===== src/rtl/instr_fetch_unit.sv =====
// Instruction fetch: owns the fetch PC, issues one imem read at a time, holds the word for decode.
// Optional IF_MISALIGN_TRAP_EN: misaligned redirect targets trap into a sticky FAULT state.
module instr_fetch_unit #(
  parameter logic [31:0] RESET_PC = 32'h0000_0000
) (
  input  logic        clk,
  input  logic        rst,
  output logic        imem_req,
  output logic [31:0] imem_addr,
  input  logic        imem_rvalid,
  input  logic [31:0] imem_rdata,
  output logic [31:0] Instr,
  output logic [6:0]  Op,
  output logic [31:0] PC,
  output logic        instr_valid,
  input  logic        dec_ready,
  input  logic        PCSrc,
  input  logic [31:0] PCTarget,
  output logic        fetch_fault
);

  typedef enum logic [1:0] {
    StReq,
    StWait,
    StHold
`ifdef IF_MISALIGN_TRAP_EN
    , StFault
`endif
  } state_e;

  state_e      state_q, state_d;
  logic [31:0] fetch_pc_q, fetch_pc_d;
  logic [31:0] pc_q, pc_d;
  logic [31:0] instr_q, instr_d;
  logic        kill_q, kill_d;
  logic [31:0] target;

`ifdef IF_MISALIGN_TRAP_EN
  logic fault_q, fault_d;
  logic misalign;

  assign target   = PCTarget;
  assign misalign = PCSrc && (PCTarget[1:0] != 2'b00);
`else
  logic unused_tgt;

  assign target     = {PCTarget[31:2], 2'b00};
  assign unused_tgt = ^PCTarget[1:0];
`endif

  always_comb begin
    state_d    = state_q;
    fetch_pc_d = fetch_pc_q;
    pc_d       = pc_q;
    instr_d    = instr_q;
    kill_d     = kill_q;
`ifdef IF_MISALIGN_TRAP_EN
    fault_d    = fault_q;
`endif
    unique case (state_q)
      StReq: begin
        // The request goes out at the old PC regardless; a redirect marks its response stale.
        state_d = StWait;
        if (PCSrc) begin
          kill_d     = 1'b1;
          fetch_pc_d = target;
        end
      end
      StWait: begin
        if (PCSrc) begin
          fetch_pc_d = target;
          if (imem_rvalid) begin
            kill_d  = 1'b0;
            state_d = StReq;
          end else begin
            kill_d = 1'b1;
          end
        end else if (imem_rvalid) begin
          if (kill_q) begin
            kill_d  = 1'b0;
            state_d = StReq;
          end else begin
            instr_d = imem_rdata;
            pc_d    = fetch_pc_q;
            state_d = StHold;
          end
        end
      end
      StHold: begin
        if (PCSrc) begin
          fetch_pc_d = target;
          state_d    = StReq;
        end else if (dec_ready) begin
          fetch_pc_d = pc_q + 32'd4;
          state_d    = StReq;
        end
      end
      default: ;
    endcase
`ifdef IF_MISALIGN_TRAP_EN
    if (misalign && (state_q != StFault)) begin
      state_d = StFault;
      fault_d = 1'b1;
      kill_d  = 1'b0;
    end
`endif
  end

  always_ff @(posedge clk or posedge rst) begin
    if (rst) begin
      state_q    <= StReq;
      fetch_pc_q <= RESET_PC;
      pc_q       <= RESET_PC;
      instr_q    <= 32'h0000_0013;
      kill_q     <= 1'b0;
    end else begin
      state_q    <= state_d;
      fetch_pc_q <= fetch_pc_d;
      pc_q       <= pc_d;
      instr_q    <= instr_d;
      kill_q     <= kill_d;
    end
  end

`ifdef IF_MISALIGN_TRAP_EN
  always_ff @(posedge clk or posedge rst) begin
    if (rst) begin
      fault_q <= 1'b0;
    end else begin
      fault_q <= fault_d;
    end
  end

  assign fetch_fault = fault_q;
`else
  assign fetch_fault = 1'b0;
`endif

  // State sits at REQ during reset, so the request must be masked explicitly.
  assign imem_req    = (state_q == StReq) && !rst;
  assign imem_addr   = fetch_pc_q;
  assign instr_valid = (state_q == StHold);
  assign Instr       = instr_q;
  assign Op          = instr_q[6:0];
  assign PC          = pc_q;

endmodule


===== config.mk =====
export PLATFORM = sky130hd
export DESIGN_NAME = instr_fetch_unit
export DESIGN_NICKNAME = d
export VERILOG_FILES = /design/src/rtl/instr_fetch_unit.sv
export SDC_FILE = /design/constraint.sdc
export NUM_CORES = 1
export LEC_CHECK = 0
export BUFFER_PORTS_ARGS = -buffer_cell sky130_fd_sc_hd__buf_2
export CAP_MARGIN = 20
export CORE_UTILIZATION = 45
export DETAILED_ROUTE_END_ITERATION = 10
export PLACE_DENSITY = 0.79
export SYNTH_ARGS = -nofsm -noshare
export SYNTH_HDL_FRONTEND = slang
export SYNTH_SLANG_ARGS = --single-unit
export TNS_END_PERCENT = 1

===== constraint.sdc =====
create_clock -name clk -period 4.45 [get_ports clk]
set_clock_uncertainty 0.15 [all_clocks]
set_input_delay 0.6675 -clock clk [delete_from_list [all_inputs] [get_ports clk]]
set_output_delay 0.6675 -clock clk [all_outputs]
set_load 0.05 [all_outputs]

# Word level (Yosys, flattened, before mapping)
# Cells that the tools add are included.
totals:
  n_memories: 0
  rom_bits: 0
  register_bits: 99
  in_bits: 69
  latchBits: 0
  out_inout_bits: 106
  ramBits: 0
classes:
  bitwise: 2
  n_mux: 16
  shift: 0
  div_mod_pow: 0
  reduce_logical: 11
  multipliers: 0
  addsub: 1
  n_eq_ne: 7
  n_lt_le_gt_ge: 0
ops:
  columns: ["op", "n"]
  rows:
  - ["two-way mux 32 bit", 3]
  - ["case mux 32 bit (2 select lines)", 1]
  - ["adder 32 x 3 -> 32 bit, second input constant", 1]
  - ["two-way mux 2 bit", 6]
  - ["AND reduction 3 bit", 3]
  - ["case mux 2 bit (3 select lines)", 1]
  - ["two-way mux 1 bit", 4]
  - ["inequality test 2 bit, second input constant", 2]
  - ["AND reduction 4 bit", 1]
  - ["nonzero test 2 bit", 2]
  - ["inequality test 3 x 1 -> 1 bit, second input constant", 1]
  - ["inequality test 3 bit, second input constant", 1]
  - ["nonzero test 3 bit", 1]
  - ["== test 2 x 1 -> 1 bit, second input constant", 1]
  - ["== test 2 bit, second input constant", 1]
  - ["logical NOT 2 bit", 1]
  - ["inequality test 2 x 1 -> 1 bit, second input constant", 1]
  - ["inverter 1 bit", 2]
  - ["case mux 1 bit (2 select lines)", 1]
  - ["OR reduction 2 bit", 1]
  - ["logical AND 1 bit", 1]
  - ["logical NOT 1 bit", 1]

# Longest topological paths before layout
# Gate-level depths: netlist of the first run.
depth:
  word_depth: 4
  mapped_depth: 9
  mapped_depth_nobuf: 7

# Worst setup path before layout of the first run
# Ideal clock, no wire load.
synth_path:
  path_kind: "reg2reg"
  start: "register state_q[0]"
  end: "register fetch_pc_q[23] (netlist: imem_addr[23])"
  stages_incl_launch_ff: 9
  arrival_ns: 1.984
  slack_ns: 2.173
  required_time_ns: 4.157
  setup_ns: 0.143
  cell_sequence: "dfrtp_1 -> inv_1 -> ha_1 -> nand2b_1 -> a21oi_1 -> a21oi_1 -> nand2_1 -> buf_1 -> o22ai_1"
synth_between:
  word_cells_on_any_way: 9
  classes_between: "eq/ne (4); mux (1); reduce/logical (4)"
synth_rtl:
  columns: ["item", "line_no", "text"]
  rows:
  - ["from (decl)", "31", "state_e state_q, state_d;"]
  - ["from (signal assigned)", "111", "state_q <= StReq;"]
  - ["from (signal assigned)", "117", "state_q <= state_d;"]
  - ["== test 2 bit (*)", null, null]
  - ["via instr_valid", "15", "output logic instr_valid,"]
  - ["inequality test 3 x 1 -> 1 bit (no line) or nonzero test 2 bit (tied branches)", null, null]
  - ["AND reduction 3 bit (no line)", null, null]
  - ["to (signal assigned)", "118", "fetch_pc_q <= fetch_pc_d;"]
  - ["to (decl)", "32", "logic [31:0] fetch_pc_q, fetch_pc_d;"]
# The timed path passes the listed nets; every way through them passes the cells marked *.
# A chain may end at the register's enable or synchronous reset.

# Worst setup path in the final report of the first run
layout_path:
  start: "register state_q[0]"
  end: "register fetch_pc_q[13] (netlist: imem_addr[13])"
layout_between:
  elab_chain_len: 4
  word_cells_on_any_way: 9
  classes_between: "eq/ne (4); mux (1); reduce/logical (4)"
layout_rtl:
  columns: ["item", "line_no", "text"]
  rows:
  - ["== test 2 x 1 -> 1 bit or logical NOT 2 bit (tied branches)", "60", "unique case (state_q)"]
  - ["OR reduction 2 bit (no line)", null, null]
  - ["inequality test 2 x 1 -> 1 bit (no line) or nonzero test 2 bit (tied branches)", null, null]
  - ["AND reduction 3 bit (no line)", null, null]
# Several ways; a longest one is shown, not always the timed one.

==> impl_metrics.py, run 1 <==
metrics = {
    "status": {
        "status": "completed",
    },
    "finish": {
        "regArea_mm2": 0.00248,
        "drive_gt1_share_pct": 47.1,
        "fillers": 854,
        "area_growth_syn_to_layout_pct": 24.8,
        "fin_nets": 642,
        "antenna_cells": 0,
        "final_cell_mix": "buf_2, dfrtp_1, mux2_2",
        "final_common_cell": "buf_2",
        "instances_no_fill": 706,
        "multi_input_area_mm2": 0.00201,
    },
    "timing": {
        "slew_viol_final": 0,
        "tns_ps": 0,
        "rsz0062_at_grt": "false",
        "slew_headroom_pct": 40.9,
        "layout_min_cycle_time_ps": 2500,
        "fin_crit_sh_pct": 56.3,
        "tightest_slew_ps": 887,
        "hold_viol": 0,
        "final-setup-viol-count": 0,
        "fmax_mhz": 399,
    },
    "synth": {
        "yosysSeqAreaShare_pct": 53.2,
        "synth_cell_types": 40,
        "ys_ff_latch": 99,
        "synthCells": 410,
        "synth_ff_type": "dfrtp_1",
        "synth_edf_count": 0,
        "synth.avg_cell_area_um2": 11.4,
        "synth_nets": 484,
        "synth_area_mm2": 0.00467,
        "ys_warn_count": 0,
        "synthArstFlopShare_pct": 100,
    },
    "clock_network": {
        "cts.clk_slew.worst_paths_ps": 100,
        "postCtsSetupRepairBufs": 0,
        "clock-root-buffer": "clkbuf_8",
        "cts_resized": 0,
        "insertion_delay_ps": 360,
        "cts-buffers-inserted": 9,
        "cts_buffer_depth": 2,
        "cts_tree": "built",
        "cts_sinks": 99,
        "cts_hold_buf": 0,
        "htreeDepth": 3,
    },
    "place": {
        "port_buffers": 171,
        "gp_congestion": 0.749,
        "post-dp-hpwl_mm": 7.98,
        "dp.cells": 690,
    },
    "grt": {
        "grt_max_degree": 67,
        "grt_pass1_vias": 3715,
        "antenna_found_initial": 1,
        "grt_usage_pct": 22.0,
        "grt_overflow": 0,
        "grt_pass1_wl_mm": 18.9,
    },
    "worst_setup_path": {
        "arrival_ps": 2620,
        "path_class": "flop to flop",
        "required_ps": 4560,
        "r2r_end": "imem_addr[13]",
        "crit_path_end_kind": "flop",
        "crit_fanout": 26,
        "rr_worst_depth": 8,
        "crit_chain": "inv_1 -> ha_1 -> nand2b_1 -> a21oi_1 -> a21oi_2 -> buf_4 -> nand2_1 -> o211ai_1",
        "cp_slowest_stage_delay_ps": 470,
        "cp-start-kind": "flop",
        "r2r_slack_ps": 1950,
        "crit_slowest_cell": "dfrtp_1",
        "r2r-start": "state_q[0]",
    },
    "detailed_routing": {
        "wirelength_mm": 11.3,
        "drt-wirelength-per-cell_um": 16.1,
        "num_vias": 3699,
        "dr.pass1.iters": 4,
        "antenna_left": 0,
        "drt-initial-drc-count": 196,
        "vias_per_cell": 5.24,
        "drcViolationCount": 0,
    },
    "floorplan": {
        "core_mm2": 0.00991,
        "die_area_mm2": 0.0108,
        "die_w_um": 104,
        "initial_core_util_pct": 47.1,
        "die_h_um": 104,
        "io_pins": 175,
        "core.rowCount": 36,
    },
    "power": {
        "p_leak_nw": 2.77,
        "ir_drop_mv": 0.562,
        "pwr_density_cell_mw_per_mm2": 879,
    },
    "hold_path": {
        "hold_class": "input port to async pin",
    },
    "job": {
        "drv_cap": 0,
    },
}
==> cell usage after synthesis, types with 2 or more instances <==
cell type,number,area [um2]
dfrtp_1,96,2400
mux2_2,62,698
nand2_1,33,124
a21oi_1,23,115
nor2_1,23,86.3
o21ai_0,19,95.1
xor2_1,17,149
nand3_1,13,65.1
nand4_1,12,75.1
clkbuf_1,11,41.3
buf_2,9,45.0
o22ai_1,9,56.3
buf_4,8,60.1
inv_1,7,26.3
xnor2_1,7,61.3
ha_1,5,62.6
o21ai_1,5,25.0
and2_1,4,25.0
and3_1,4,25.0
and4_1,4,35.0
mux2i_1,4,40.0
nor3_1,4,20.0
o211ai_1,4,30.0
dfstp_2,3,78.8
nor2b_1,3,18.8
a21o_1,2,15.0
a31o_1,2,17.5
a31oi_1,2,12.5
buf_1,2,7.51
nand2b_1,2,12.5
o22ai_2,2,25.0
==> critical path, delay by kind of cell (launching register included) <==
kind	cells	cell delay (ps)
DFF	1	470
adders and majority gates	1	250
buffers and inverters	2	430
AOI/OAI and AO/OA	3	550
and+or+nand+nor	2	550
==> per-stage QoR <==
step           total power [mW]  hold WS [ps]  setup WS (ps)  utilization [%]  area [um2]
2_1_floorplan              3.84           358           1050                -        4670
3_3_place_gp               4.41           326           1980             56.4        5590
3_5_place_dp               4.48           338           1970             56.4        5590
4_1_cts                    5.15           331           1960             58.8        5820
5_1_grt                    5.37           364           1720             58.8        5820
6_report                   5.12           306           1950             58.8        5820
==> registers in the layout, summed over array words and instances, names as in the netlist <==
signal     flops
PC            32
state_q        2
kill_q         1
Instr         32
imem_addr     32
==> metal layers <==
layer | wire (um) | vias up | track usage, %
met5 | 11 | - | 0
met4 | 298 | 2 | 8.16
met3 | 676 | 31 | 5.35
met2 | 5520 | 133 | 36.5
met1 | 4830 | 1788 | 28.0
li1 | - | 1745 | -
==> worst max-delay path by stage <==
stage               startpoint            end  slack [ps]  depth (start not counted)
finish              state_q[0]  imem_addr[13]        1950                          8
global route        state_q[0]  imem_addr[14]        1720                          8
CTS                 state_q[0]  imem_addr[13]        1960                          8
detailed placement   dec_ready  imem_addr[19]        1970                          7
global placement     dec_ready  imem_addr[29]        1980                          7
floorplan                  rst      Instr[10]        1050                          1
==> power by group <==
group	internal [mW]	leakage (nW)	switching (mW)
registers	1.30	1.19	0.379
logic	0.729	1.47	2.05
clock network	0.338	0.111	0.325
total	2.37	2.77	2.75
==> cells by family after synthesis <==
| logic type | synth area share (%) |
|---|---|
| flops | 53.2 |
| simple gates | 12.8 |
| mux | 15.8 |
| other cells | 0.0804 |
| compound gates | 8.39 |
| fa+ha+maj | 1.34 |
| xor+xnor | 4.51 |
| buf+inv | 3.86 |
==> final cells by class <==
type	instances	area share, %
Sequential cell	99	42.6
Multi-Input combinational cell	274	34.6
Timing Repair Buffer	177	15.5
Tap cell	133	2.86
Clock buffer	10	2.36
Clock inverter	6	1.63
Inverter	7	0.494
No activity file was read; power rests on OpenSTA's default activity.
==> inputs of run 2 (changes only) <==
Settings changed: PLACE_DENSITY 0.79 to 0.82.
Clock period 4.45 ns to 2.1 ns, I/O delays scaled along.
==> run 2 against run 1 <==
Clock-buffer cell count fell by 1; hold slack got worse by 280 ps; total power increased by 110%; via count rose by 2.8%; sequential power increased by 110%; fmax is 21% higher; largest power group unchanged.
==> impl_metrics.py, run 2 (same netlist as run 1, synthesis figures left out) <==
metrics = {
    "status": {
        "status": "completed",
    },
    "clock_network": {
        "htreeDepth": 3,
        "cts.clk_slew.worst_paths_ps": 100,
        "postCtsSetupRepairBufs": 0,
        "cts_buffer_depth": 2,
        "clock-root-buffer": "clkbuf_8",
        "cts_sinks": 99,
        "insertion_delay_ps": 360,
        "cts_tree": "built",
        "cts-buffers-inserted": 9,
    },
    "worst_setup_path": {
        "arrival_ps": 2180,
        "crit_chain": "ha_1 -> nand2_1 -> nor3_2 -> buf_12 -> mux2_2",
        "cp-start-kind": "flop",
        "crit_slowest_cell": "dfrtp_1",
        "path_class": "flop to flop",
        "crit_family": "flip-flops",
        "required_ps": 2210,
        "critPathBufInv": 1,
        "cp_slowest_stage_delay_ps": 470,
        "crit_path_end_kind": "flop",
        "crit_fanout": 50,
    },
    "finish": {
        "drive_gt1_share_pct": 48.3,
        "multi_input_area_mm2": 0.00202,
        "final_cell_mix": "buf_2, dfrtp_1, mux2_2",
        "area_growth_syn_to_layout_pct": 27.8,
        "antenna_cells": 0,
        "fillers": 857,
        "final_common_cell": "buf_2",
        "regArea_mm2": 0.00248,
        "fin_nets": 655,
    },
    "place": {
        "post-dp-hpwl_mm": 8.56,
        "gp_congestion": 0.771,
        "dp_slack_ps": 65.0,
        "port_buffers": 171,
    },
    "floorplan": {
        "die_h_um": 104,
        "die_w_um": 104,
        "io_pins": 175,
        "core_mm2": 0.00991,
        "die_area_mm2": 0.0108,
        "initial_core_util_pct": 47.1,
        "core.rowCount": 36,
    },
    "detailed_routing": {
        "antenna_left": 0,
        "num_vias": 3801,
        "drt-initial-drc-count": 155,
        "drcViolationCount": 0,
        "drt-wirelength-per-cell_um": 16.7,
        "vias_per_cell": 5.29,
        "dr.pass1.iters": 4,
        "wirelength_mm": 12.0,
    },
    "timing": {
        "layout_min_cycle_time_ps": 2070,
        "slew_viol_final": 0,
        "tightest_slew_ps": 525,
        "final-setup-viol-count": 0,
        "fin_ws_ps": 29.3,
        "hold_viol": 0,
        "fmax_mhz": 483,
        "fin_crit_sh_pct": 98.6,
        "slew_headroom_pct": 64.9,
        "rsz0062_at_grt": "true",
    },
    "power": {
        "p_leak_nw": 2.84,
        "ir_drop_mv": 1.11,
        "pwr_density_cell_mw_per_mm2": 1820,
        "total_power_mw": 10.9,
    },
    "job": {
        "drv_cap": 0,
    },
    "grt": {
        "grt_overflow": 0,
        "grt_max_degree": 51,
        "grt_pass1_vias": 3844,
        "antenna_found_initial": 1,
        "grt_pass1_wl_mm": 19.5,
        "grt_usage_pct": 22.8,
    },
    "hold_path": {
        "hold_class": "input port to flop",
    },
}
==> run 2: cell type report <==
class / count / area share (%)
clock buffers: 9 / 2.08
flip-flops and latches: 99 / 41.6
clock inverters: 7 / 1.49
well taps: 133 / 2.79
repair buffers: 190 / 17.7
multi-input cells: 274 / 33.8
inverters: 7 / 0.503
==> run 2: report_power, final <==
group / leakage [nW] / switching, mW / internal (mW)
registers: 1.19 / 0.784 / 2.76
logic: 1.54 / 4.41 / 1.62
clock network: 0.108 / 0.708 / 0.573
==> run 2: path summary, 6_finish.rpt <==
check | endpoint | start | slack (ps) | cells after the start
max in group asynchronous | Instr[4] | rst | 760 | 4
min | Instr[9] | imem_rdata[9] | 20 | 2
min in group asynchronous | Instr[31] | rst | 390 | 3
min reg2reg | imem_addr[1] | imem_addr[1] | 350 | 2
max | Instr[18] | state_q[0] | 30 | 5
max reg2reg | Instr[18] | state_q[0] | 30 | 5
==> run 2: timing repair <==
action / CTS / global route
resized for setup: 0 / 3
hold buffers: 1 / 1
endpoints found under the setup margin: 0 / 58
hold endpoints to repair: 20 / 1
==> run 2: through the flow <==
step	instances	hold WS (ps)	instance area [um2]	setup TNS, ps	util (%)
final	719	21.6	5960	0	60.2
after floorplan	410	316	4670	-3410	-
after detailed placement	701	244	5720	0	57.8
after CTS	718	1.57	5950	0	60.0
after global routing	719	2.64	5960	-1030	60.2
after global placement	701	233	5720	0	57.8
==> run 2: layer usage <==
metal,vias to the layer above,part of all wire [%],GRT usage (%)
li1,1775,-,-
met1,1861,41,28.7
met2,139,51,38.8
met3,24,5.6,4.09
met4,2,2.1,8.88
met5,-,0.092,0
==> run 2: worst register-to-register path: cells and delay by family, from the launching register on <==
family	cells	cell delay [ps]
DFF	1	470
and+or+nand+nor	2	370
adders and majority gates	1	250
muxes	1	420
buffers and inverters	1	310
==> inputs of run 3 (changes only) <==
Settings changed: PLACE_DENSITY 0.82 to not set, PLACE_DENSITY_LB_ADDON set to 0.25.
==> run 3 against run 2 <==
Sequential cell count unchanged; worst setup slack improved by 120 ps; final cell count up 1.1%; sequential power fell by 1%; hold slack better by 3.6 ps; routed wire length decreased by 5.3%; core utilization grew 0.68 points; total power decreased by 0.48%; critical endpoint is now Instr[13]; largest power group unchanged.
==> impl_metrics.py, run 3 (same netlist as run 1, synthesis figures left out) <==
metrics = {
    "detailed_routing": {
        "dr.pass1.iters": 4,
        "wirelength_mm": 11.4,
        "antenna_left": 0,
        "num_vias": 3725,
        "drt-wirelength-per-cell_um": 15.6,
        "vias_per_cell": 5.12,
        "drcViolationCount": 0,
        "drt-initial-drc-count": 145,
    },
    "floorplan": {
        "die_w_um": 104,
        "core.rowCount": 36,
        "io_pins": 175,
        "die_h_um": 104,
        "core_mm2": 0.00991,
        "die_area_mm2": 0.0108,
        "initial_core_util_pct": 47.1,
    },
    "worst_setup_path": {
        "required_ps": 2210,
        "crit_family": "flip-flops",
        "path_class": "flop to flop",
        "crit_slowest_cell": "dfrtp_1",
        "crit_start": "state_q[0]",
        "crit_path_end_kind": "flop",
        "critPathBufInv": 2,
        "arrival_ps": 2050,
        "cp-start-kind": "flop",
        "crit_fanout": 39,
        "crit_chain": "ha_1 -> nand2_1 -> nor3_2 -> buf_4 -> buf_12 -> mux2_2",
        "r2r-start": "state_q[0]",
        "cp_slowest_stage_delay_ps": 450,
    },
    "timing": {
        "slew_viol_final": 0,
        "rsz0062_at_grt": "false",
        "final-setup-viol-count": 0,
        "fin_crit_sh_pct": 92.7,
        "layout_min_cycle_time_ps": 1950,
        "fmax_mhz": 514,
        "fin_ws_ps": 154,
        "hold_viol": 0,
    },
    "finish": {
        "final_cell_mix": "buf_2, dfrtp_1, mux2_2",
        "utilization_pct": 60.9,
        "fin_nets": 660,
        "area_growth_syn_to_layout_pct": 29.3,
        "drive_gt1_share_pct": 48.2,
        "final_common_cell": "buf_2",
    },
    "clock_network": {
        "htreeDepth": 3,
        "insertion_delay_ps": 360,
        "cts_sinks": 99,
        "clock-root-buffer": "clkbuf_8",
        "cts_buffer_depth": 2,
        "cts-buffers-inserted": 9,
        "cts.clk_slew.worst_paths_ps": 90,
        "cts_tree": "built",
    },
    "grt": {
        "grt_max_degree": 40,
        "grt_pass1_vias": 3768,
        "grt_pass1_wl_mm": 18.9,
        "grt_usage_pct": 22.3,
        "grt_overflow": 0,
        "antenna_found_initial": 2,
    },
    "place": {
        "dp_slack_ps": 28.7,
        "post-dp-hpwl_mm": 8.34,
        "gp_congestion": 0.782,
        "port_buffers": 171,
    },
    "power": {
        "ir_drop_mv": 0.984,
        "pwr_density_cell_mw_per_mm2": 1790,
        "p_leak_nw": 2.87,
    },
    "job": {
        "drv_cap": 0,
    },
    "hold_path": {
        "hp-start": "imem_rdata[4]",
        "hold_class": "input port to flop",
    },
    "status": {
        "status": "completed",
    },
}
==> run 3: worst paths after layout <==
check                           endpoint  cells after the start  slack (ps)
hold reg to reg             imem_addr[0]                      2         350
min in group asynchronous  imem_addr[15]                      3         360
setup / recovery               Instr[13]                      6         150
setup reg to reg               Instr[13]                      6         150
hold / removal                  Instr[4]                      2          30
max in group asynchronous       Instr[0]                      4         850
==> run 3: repair_timing <==
item	4_1_cts	5_1_grt
gates resized for setup	0	1
setup endpoints to repair	0	9
endpoints found under the hold margin	15	0
hold buffers	1	0
setup buffers	0	1
==> run 3: cell type report <==
type	count	area [um2]
Fill cell	891	3880
Antenna cell	3	7.51
Inverter	7	30.0
Timing Repair Buffer	195	1130
Clock buffer	13	159
Tap cell	133	166
Clock inverter	3	46.3
Multi-Input combinational cell	274	2010
Sequential cell	99	2480
==> run 3: metrics by stage <==
step / setup TNS, ps / cells / hold WS, ps / instance area (um2) / total power, mW
2_1_floorplan: -3410 / 410 / 316 / 4670 / 8.13
3_3_place_gp: 0 / 706 / 209 / 5790 / 9.48
3_5_place_dp: 0 / 706 / 208 / 5790 / 9.61
4_1_cts: 0 / 723 / 5.24 / 6000 / 10.9
5_1_grt: 0 / 724 / 9.95 / 6020 / 11.4
6_report: 0 / 727 / 25.1 / 6030 / 10.8
==> run 3: report_power, final <==
part | switching (mW) | internal (mW) | leakage [nW]
Sequential | 0.733 | 2.76 | 1.19
Combinational | 4.39 | 1.65 | 1.58
Clock | 0.647 | 0.620 | 0.0999
==> run 3: worst register-to-register path, stage by stage (launching register included) <==
cell	delay, ps
dfrtp_1	450
ha_1	240
nand2_1	100
nor3_2	130
buf_4	170
buf_12	230
mux2_2	390
==> run 3: routing by layer <==
metal	GRT usage, %	wire [um]	up-vias
met5	0	0	-
met4	9.49	251	0
met2	37.0	5570	104
met3	4.85	620	17
met1	28.0	4920	1810
li1	-	-	1794
